### config.mk
export PLATFORM = sky130hd
export DESIGN_NAME = grid_io_tile_cfg
export DESIGN_NICKNAME = d
export VERILOG_FILES = /design/src/rtl/grid_io_pkg.sv /design/src/rtl/grid_io_subtile_cfg.sv /design/src/rtl/grid_io_tile_cfg.sv
export SDC_FILE = /design/constraint.sdc
export NUM_CORES = 1
export LEC_CHECK = 0
export BUFFER_PORTS_ARGS = -buffer_cell sky130_fd_sc_hd__buf_4
export CAP_MARGIN = 0
export CORE_UTILIZATION = 42
export CTS_CLUSTER_DIAMETER = 150
export CTS_CLUSTER_SIZE = 40
export DETAILED_ROUTE_END_ITERATION = 7
export GPL_TIMING_DRIVEN = 1
export PLACE_DENSITY = 0.73
export SYNTH_ARGS = -nofsm -noshare
export SYNTH_HDL_FRONTEND = slang
export SYNTH_SLANG_ARGS = --single-unit
export TNS_END_PERCENT = 1
### constraint.sdc
create_clock -name prog_clk -period 1.7 [get_ports prog_clk]
set_input_delay 0.17 -clock prog_clk [delete_from_list [all_inputs] [get_ports prog_clk]]
set_output_delay 0.17 -clock prog_clk [all_outputs]
set_load 0.02 [all_outputs]
### src/rtl/grid_io_pkg.sv
// grid_io_pkg
//   Shared definitions for the I/O grid tile configuration slice.
//   - OE_BIT / INV_BIT : position of each control bit within a subtile's
//                        configuration slice
//   - io_cfg_t         : decoded per-pad configuration {oe, inv}
//   - extract_io_cfg   : decodes the two low bits of a subtile slice

package grid_io_pkg;

  localparam int OE_BIT  = 0;
  localparam int INV_BIT = 1;

  typedef struct packed {
    logic oe;
    logic inv;
  } io_cfg_t;

  function automatic io_cfg_t extract_io_cfg(input logic [1:0] slice);
    io_cfg_t c;
    c.oe  = slice[OE_BIT];
    c.inv = slice[INV_BIT];
    return c;
  endfunction

endpackage

### src/rtl/grid_io_subtile_cfg.sv
// grid_io_subtile_cfg
//   Combinational datapath of one pad subtile: applies output enable,
//   input polarity and global isolation to a single pad.
//   Ports:
//     cfg         in  io_cfg_t  active configuration {oe, inv}
//     isol_n      in  1         active-low isolation
//     pin_outpad  in  1         fabric -> pad data
//     soc_in      in  1         pad -> fabric data
//     pin_inpad   out 1         data to the fabric
//     soc_out     out 1         data to the pad
//     soc_dir     out 1         1 = input (driver off), 0 = driven

module grid_io_subtile_cfg
  import grid_io_pkg::*;
(
  input  io_cfg_t cfg,
  input  logic    isol_n,
  input  logic    pin_outpad,
  input  logic    soc_in,
  output logic    pin_inpad,
  output logic    soc_out,
  output logic    soc_dir
);

  assign soc_dir   = ~(cfg.oe & isol_n);
  assign soc_out   = isol_n & pin_outpad;
  assign pin_inpad = isol_n & (soc_in ^ cfg.inv);

endmodule

### src/rtl/grid_io_tile_cfg.sv
// grid_io_tile_cfg
//   I/O grid tile holding NUM_SUBTILES pad subtiles on one configuration
//   chain segment clocked by prog_clk.
//   Optional feature macro: GRID_IO_TILE_CFG_SHADOW_EN
//     defined   : a shadow register captures the chain on cfg_commit and
//                 drives the pads, so pads stay stable while shifting
//     undefined : the pads are driven directly from the chain
//   Ports:
//     prog_clk, prog_reset            clock, synchronous active-high reset
//     ccff_head, ccff_shift_en        serial config input and shift enable
//     cfg_commit                      commit pulse (clears the bit counter)
//     isol_n                          active-low isolation of all pads
//     pin_outpad, gfpga_pad_io_soc_in pad data inputs
//     pin_inpad, gfpga_pad_io_soc_out,
//     gfpga_pad_io_soc_dir            pad data / direction outputs
//     ccff_tail                       serial config output
//     cfg_done                        TOTAL bits shifted since reset/commit

module grid_io_tile_cfg
  import grid_io_pkg::*;
#(
  parameter int NUM_SUBTILES    = 4,
  parameter int CFG_BITS_PER_IO = 2
) (
  input  logic                    prog_clk,
  input  logic                    prog_reset,
  input  logic                    ccff_head,
  input  logic                    ccff_shift_en,
  input  logic                    cfg_commit,
  input  logic                    isol_n,
  input  logic [NUM_SUBTILES-1:0] pin_outpad,
  input  logic [NUM_SUBTILES-1:0] gfpga_pad_io_soc_in,
  output logic [NUM_SUBTILES-1:0] pin_inpad,
  output logic [NUM_SUBTILES-1:0] gfpga_pad_io_soc_out,
  output logic [NUM_SUBTILES-1:0] gfpga_pad_io_soc_dir,
  output logic                    ccff_tail,
  output logic                    cfg_done
);

  localparam int TOTAL = NUM_SUBTILES * CFG_BITS_PER_IO;
  localparam int CW    = $clog2(TOTAL + 1);
  localparam logic [CW-1:0] TOTAL_CNT = CW'(TOTAL);

  logic [TOTAL-1:0] chain;
  logic [TOTAL-1:0] act;
  logic [CW-1:0]    bit_cnt;
  logic [CW-1:0]    cnt_nxt;

  // A commit wins over a coincident shift: the counter restarts at zero and
  // that shift is not counted, although the chain itself still moves.
  always_comb begin
    cnt_nxt = bit_cnt;
    if (cfg_commit)
      cnt_nxt = '0;
    else if (ccff_shift_en && (bit_cnt != TOTAL_CNT))
      cnt_nxt = bit_cnt + 1'b1;
  end

  always_ff @(posedge prog_clk) begin
    if (prog_reset) begin
      chain    <= '0;
      bit_cnt  <= '0;
      cfg_done <= 1'b0;
    end else begin
      if (ccff_shift_en)
        chain <= {chain[TOTAL-2:0], ccff_head};
      bit_cnt  <= cnt_nxt;
      cfg_done <= (cnt_nxt == TOTAL_CNT);
    end
  end

  assign ccff_tail = chain[TOTAL-1];

`ifdef GRID_IO_TILE_CFG_SHADOW_EN
  logic [TOTAL-1:0] shadow;

  // Captures the chain as it was before this edge, even if it shifts now.
  always_ff @(posedge prog_clk) begin
    if (prog_reset)
      shadow <= '0;
    else if (cfg_commit)
      shadow <= chain;
  end

  assign act = shadow;
`else
  assign act = chain;
`endif

  for (genvar k = 0; k < NUM_SUBTILES; k++) begin : g_sub
    io_cfg_t sub_cfg;

    // Bits above INV_BIT in each slice are carried by the chain only.
    assign sub_cfg = extract_io_cfg(act[k*CFG_BITS_PER_IO +: 2]);

    grid_io_subtile_cfg u_sub (
      .cfg        (sub_cfg),
      .isol_n     (isol_n),
      .pin_outpad (pin_outpad[k]),
      .soc_in     (gfpga_pad_io_soc_in[k]),
      .pin_inpad  (pin_inpad[k]),
      .soc_out    (gfpga_pad_io_soc_out[k]),
      .soc_dir    (gfpga_pad_io_soc_dir[k])
    );
  end

endmodule

# Word-level counts from Yosys, hierarchy flattened
# Cells that the tools add are included.
[classes]
mul = 0
magnitude_cmp = 0
n_bitwise = 20
n_mux = 2
n_div = 0
reduce_logical = 1
n_eq_ne = 2
shift = 0
n_addsub = 1
[op_table]
columns = ["cell", "count"]
rows = [
  ["1-bit bitwise AND", 12],
  ["4-bit two-way mux", 2],
  ["4-bit by 1-bit adder with 4-bit output, second input constant", 1],
  ["4-bit == test, second input constant", 1],
  ["4-bit != test, second input constant", 1],
  ["1-bit NOT", 4],
  ["1-bit bitwise XOR", 4],
  ["1-bit logical AND", 1],
]
[totals]
latchBits = 0
output_inout_bits = 14
romBits = 0
wordCells = 29
mem_bits_rw = 0
memories = 0
ff_bits = 13

# Longest topological paths before layout
[logic_depth]
ltp_word = 5
ltp_mapped = 5

# Cells and area by module
# A second synthesis with hierarchy kept.
[unflattened]
hier_cells = 73
area_unflattened_um2 = 663.1
[modules_own_cells]
columns = ["mod", "seq_area_each_um2", "cells_each", "area_per_inst_um2", "n_inst"]
rows = [
  ["grid_io_tile_cfg", 260.2, 57, 563.0, 1],
  ["grid_io_subtile_cfg", 0.0, 4, 25.0, 4],
]

# Worst setup path after synthesis
# No wires, ideal clock.
[synth_timing]
path_type = "register to register"
from = "register bit_cnt[0]"
to = "register cfg_done"
setup_time_ns = 0.103
setup_slack_ns = 0.017
arrival_time_ns = 1.580
synth_period_minus_slack_ns = 1.683
path_stages_with_launch = 6
path_cell_list = "dfxtp_1 clkinv_1 ha_1 and3b_1 or4_4 a2111oi_2"
[synth_between]
elab_chain_cells = 5
word_cells_on_any_way = 6
classes_between = "1 x add/sub; 2 x eq/ne; 2 x mux; 1 x reduce/logical"
[synth_lines]
columns = ["item", "line_no", "rtl"]
rows = [
  ["start, declared", "grid_io_tile_cfg.sv:46", "logic [CW-1:0] bit_cnt;"],
  ["start signal, assigned", "grid_io_tile_cfg.sv:67", "bit_cnt <= cnt_nxt;"],
  ["branches (longest 2 deep; another with 4-bit by 1-bit adder with 4-bit output)", "--", ""],
  ["4-bit two-way mux *", "grid_io_tile_cfg.sv:55", "else if (ccff_shift_en && (bit_cnt != TOTAL_CNT))"],
  ["4-bit two-way mux *", "grid_io_tile_cfg.sv:53", "if (cfg_commit)"],
  ["4-bit == test *", "grid_io_tile_cfg.sv:68", "cfg_done <= (cnt_nxt == TOTAL_CNT);"],
  ["end signal, assigned", "grid_io_tile_cfg.sv:68", ""],
  ["end, declared", "grid_io_tile_cfg.sv:37", "output logic cfg_done"],
]
# Mark *: on every way between the ends.
# A chain may end at the register's enable or synchronous reset.

# Final worst setup path
# Same ends and word-level chain as after synthesis.

==> metrics <==
Setup TNS=0 ps; die width=44.0 um; total track usage=0.140; vias in the first global route=524; Critical Path AT=1760 ps; pin count of the biggest net entering global routing=14; reg2reg start=bit_cnt[0]; post-synth top area share=0.351; CP startpoint kind=flop; status=finished clean; clk_lat worst skew=260 ps; diode count=0; synth top area cells=dfxtp_1 35%, buf_4 12%, mux2i_1 11%, and2_1 6.8%, xor2_1 5.9%; yosys warns=0; top sig layer=met4; Final Hold Fails=0; CTS Buf Count=3; total die area=about 0.0019 mm2; CP Data Required Time=1870 ps; antenna violations before repair=0; Reg2Reg Setup Slack=between 100 and 150 ps; Port-buffer cells=27; clock buffer depth=2; Vias/cell=4.75; Cell variety after synth=25; Via Count=between 500 and 600; DRT antenna net count=0; CTS tree=yes; first-pass GRT wire length=2040 um; critical path type=reg -> reg; CP max FO=4; Iter 0 DRT Violations=10; leak pwr=about 0.43 nW; Power, Total=0.599 mW; Yosys top cell by area=dfxtp_1; # Max-Cap Violations=0; Post-Route Skew=0.377 ps; die height=44.0 um; sequential area share after synthesis=0.351; part of the cycle the worst path needs=0.936; DRC=0; Mapped Area=around 740 um2; Yosys reg bits=13; Worst-Margin Slew=320 ps; Mapped Nets=100; core area=roughly 0.0016 mm2; met1 wire length=approximately 550 um; CTS root buf=clkbuf_4; max-slew violation count=0; clk sink count=13; met2 WL=approximately 610 um; drt pass-1 iters=6; reg2reg end=cfg_done; fillers=145; Peak VDD IR=0.650 mV; grt ovf=0; Cell Pwr Density=647 mW/mm2; Avg Cell Area, Syn=8.82 um2; I/O Pins=28; clock-pin slew on the worst setup and hold paths=~80 ps; worst hold path type=in -> reg; htree depth=1; num rows=14; Final GP Congestion=0.871; share of layout cells above drive strength 1=0.398; hold endpoint=act[7]; synth-to-layout area growth=25.2%; starting density of the core=0.470; reg2reg path depth=5; Hold Crit Start=prog_reset; Slew headroom=0.786; Routed WL=1250 um; dpl hpwl=948 um; Met3 Routed Length=approximately 74 um; endpoint type of the worst setup path=flop; Final #Nets=120; Max Fclk=about 630 MHz; Post-Synthesis Cells=84; hold depth=2; Final Critical Period=1590 ps; routed len/inst=10.5 um; Final setup violation count=0
worst max-delay path by stage:
stage,depth (start not counted),slack [ps],to,start
2_1_floorplan,5,20,cfg_done,bit_cnt[0]
3_3_place_gp,5,50,cfg_done,bit_cnt[0]
3_5_place_dp,5,-10,cfg_done,bit_cnt[0]
4_1_cts,5,9,cfg_done,bit_cnt[0]
5_1_grt,5,-4,cfg_done,bit_cnt[1]
6_report,5,110,cfg_done,bit_cnt[0]
sequential cells by signal, summed over array words and instances, names as in the netlist:
name	count
act	8
cfg_done	1
bit_cnt	4
report_power, final:
| part | internal (mW) | switching (mW) | leakage, nW | total [mW] |
|---|---|---|---|---|
| Clock | 0.0905 | 0.0924 | 0.0150 | 0.183 |
| Combinational | 0.0543 | 0.0496 | 0.310 | 0.104 |
| Sequential | 0.309 | 0.00369 | 0.106 | 0.313 |
cell usage after synthesis:
cell type and n:
nand3_1 2, inv_2 1, o211ai_1 1, xor2_1 5
ha_1 2, mux2_2 1, buf_2 1, and3b_1 1
clkbuf_1 2, o21ai_1 2, a2111oi_2 1, nor2b_1 1
mux2i_1 8, dfxtp_1 13, inv_1 1, and2_1 8
clkinv_1 1, nand2_1 5, nand4_1 1, or4_4 1
a21oi_1 3, nand3b_1 1, nor2_1 9, buf_4 12
or2_1 1
logic make-up after synthesis:
kind of cell    synth area share
simple gates               0.215
flops                      0.351
fa+ha+maj                 0.0338
xor+xnor                  0.0591
mux                        0.123
compound gates            0.0642
buf+inv                    0.154
metrics by stage:
stage          area [um2]  worst slack [ps]  utilization  cells  hold WS [ps]
4_1_cts               903              9.48        0.573    118           129
5_1_grt               927             -3.95        0.588    119           136
6_report              927               109        0.588    119           134
2_1_floorplan         741              16.6            -     84           317
3_3_place_gp          876              51.4        0.556    114           409
3_5_place_dp          876             -9.83        0.556    114           416
routing by layer:
layer / up-vias / global-route usage
met3: 2 / 0.0417
met1: 243 / 0.164
li1: 304 / -
met2: 16 / 0.245
met5: - / 0
met4: 0 / 0.0424
cell usage in the layout, fill, tap and decap left out, drive strengths merged, types with 3 or more instances in the layout:
cell type	instances
xor2	5
mux2i	8
dfxtp	13
nor2	9
and2	8
a21oi	3
nand2	5
clkbuf	4
inv	3
buf	30
critical path: stages, from the launching register on:
cell	delay (ps)
dfxtp_2	360
inv_2	50
ha_2	190
and3b_1	190
or4_4	430
a2111oi_4	280
final cells by class:
type                            instances  area [um2]  area share
Timing Repair Buffer                   30         225       0.243
Sequential cell                        13         263       0.283
Multi-Input combinational cell         53         382       0.412
Inverter                                3        11.3      0.0121
Clock buffer                            4        26.3      0.0283
Tap cell                               16        20.0      0.0216
repair_timing:
item	4_1_cts	5_1_grt
hold buffers	0	0
setup endpoints to repair	1	1
setup buffers	0	1
endpoints found under the hold margin	0	0
gates resized for setup	1	4
Note: power is estimated with default switching activity, not from simulation.
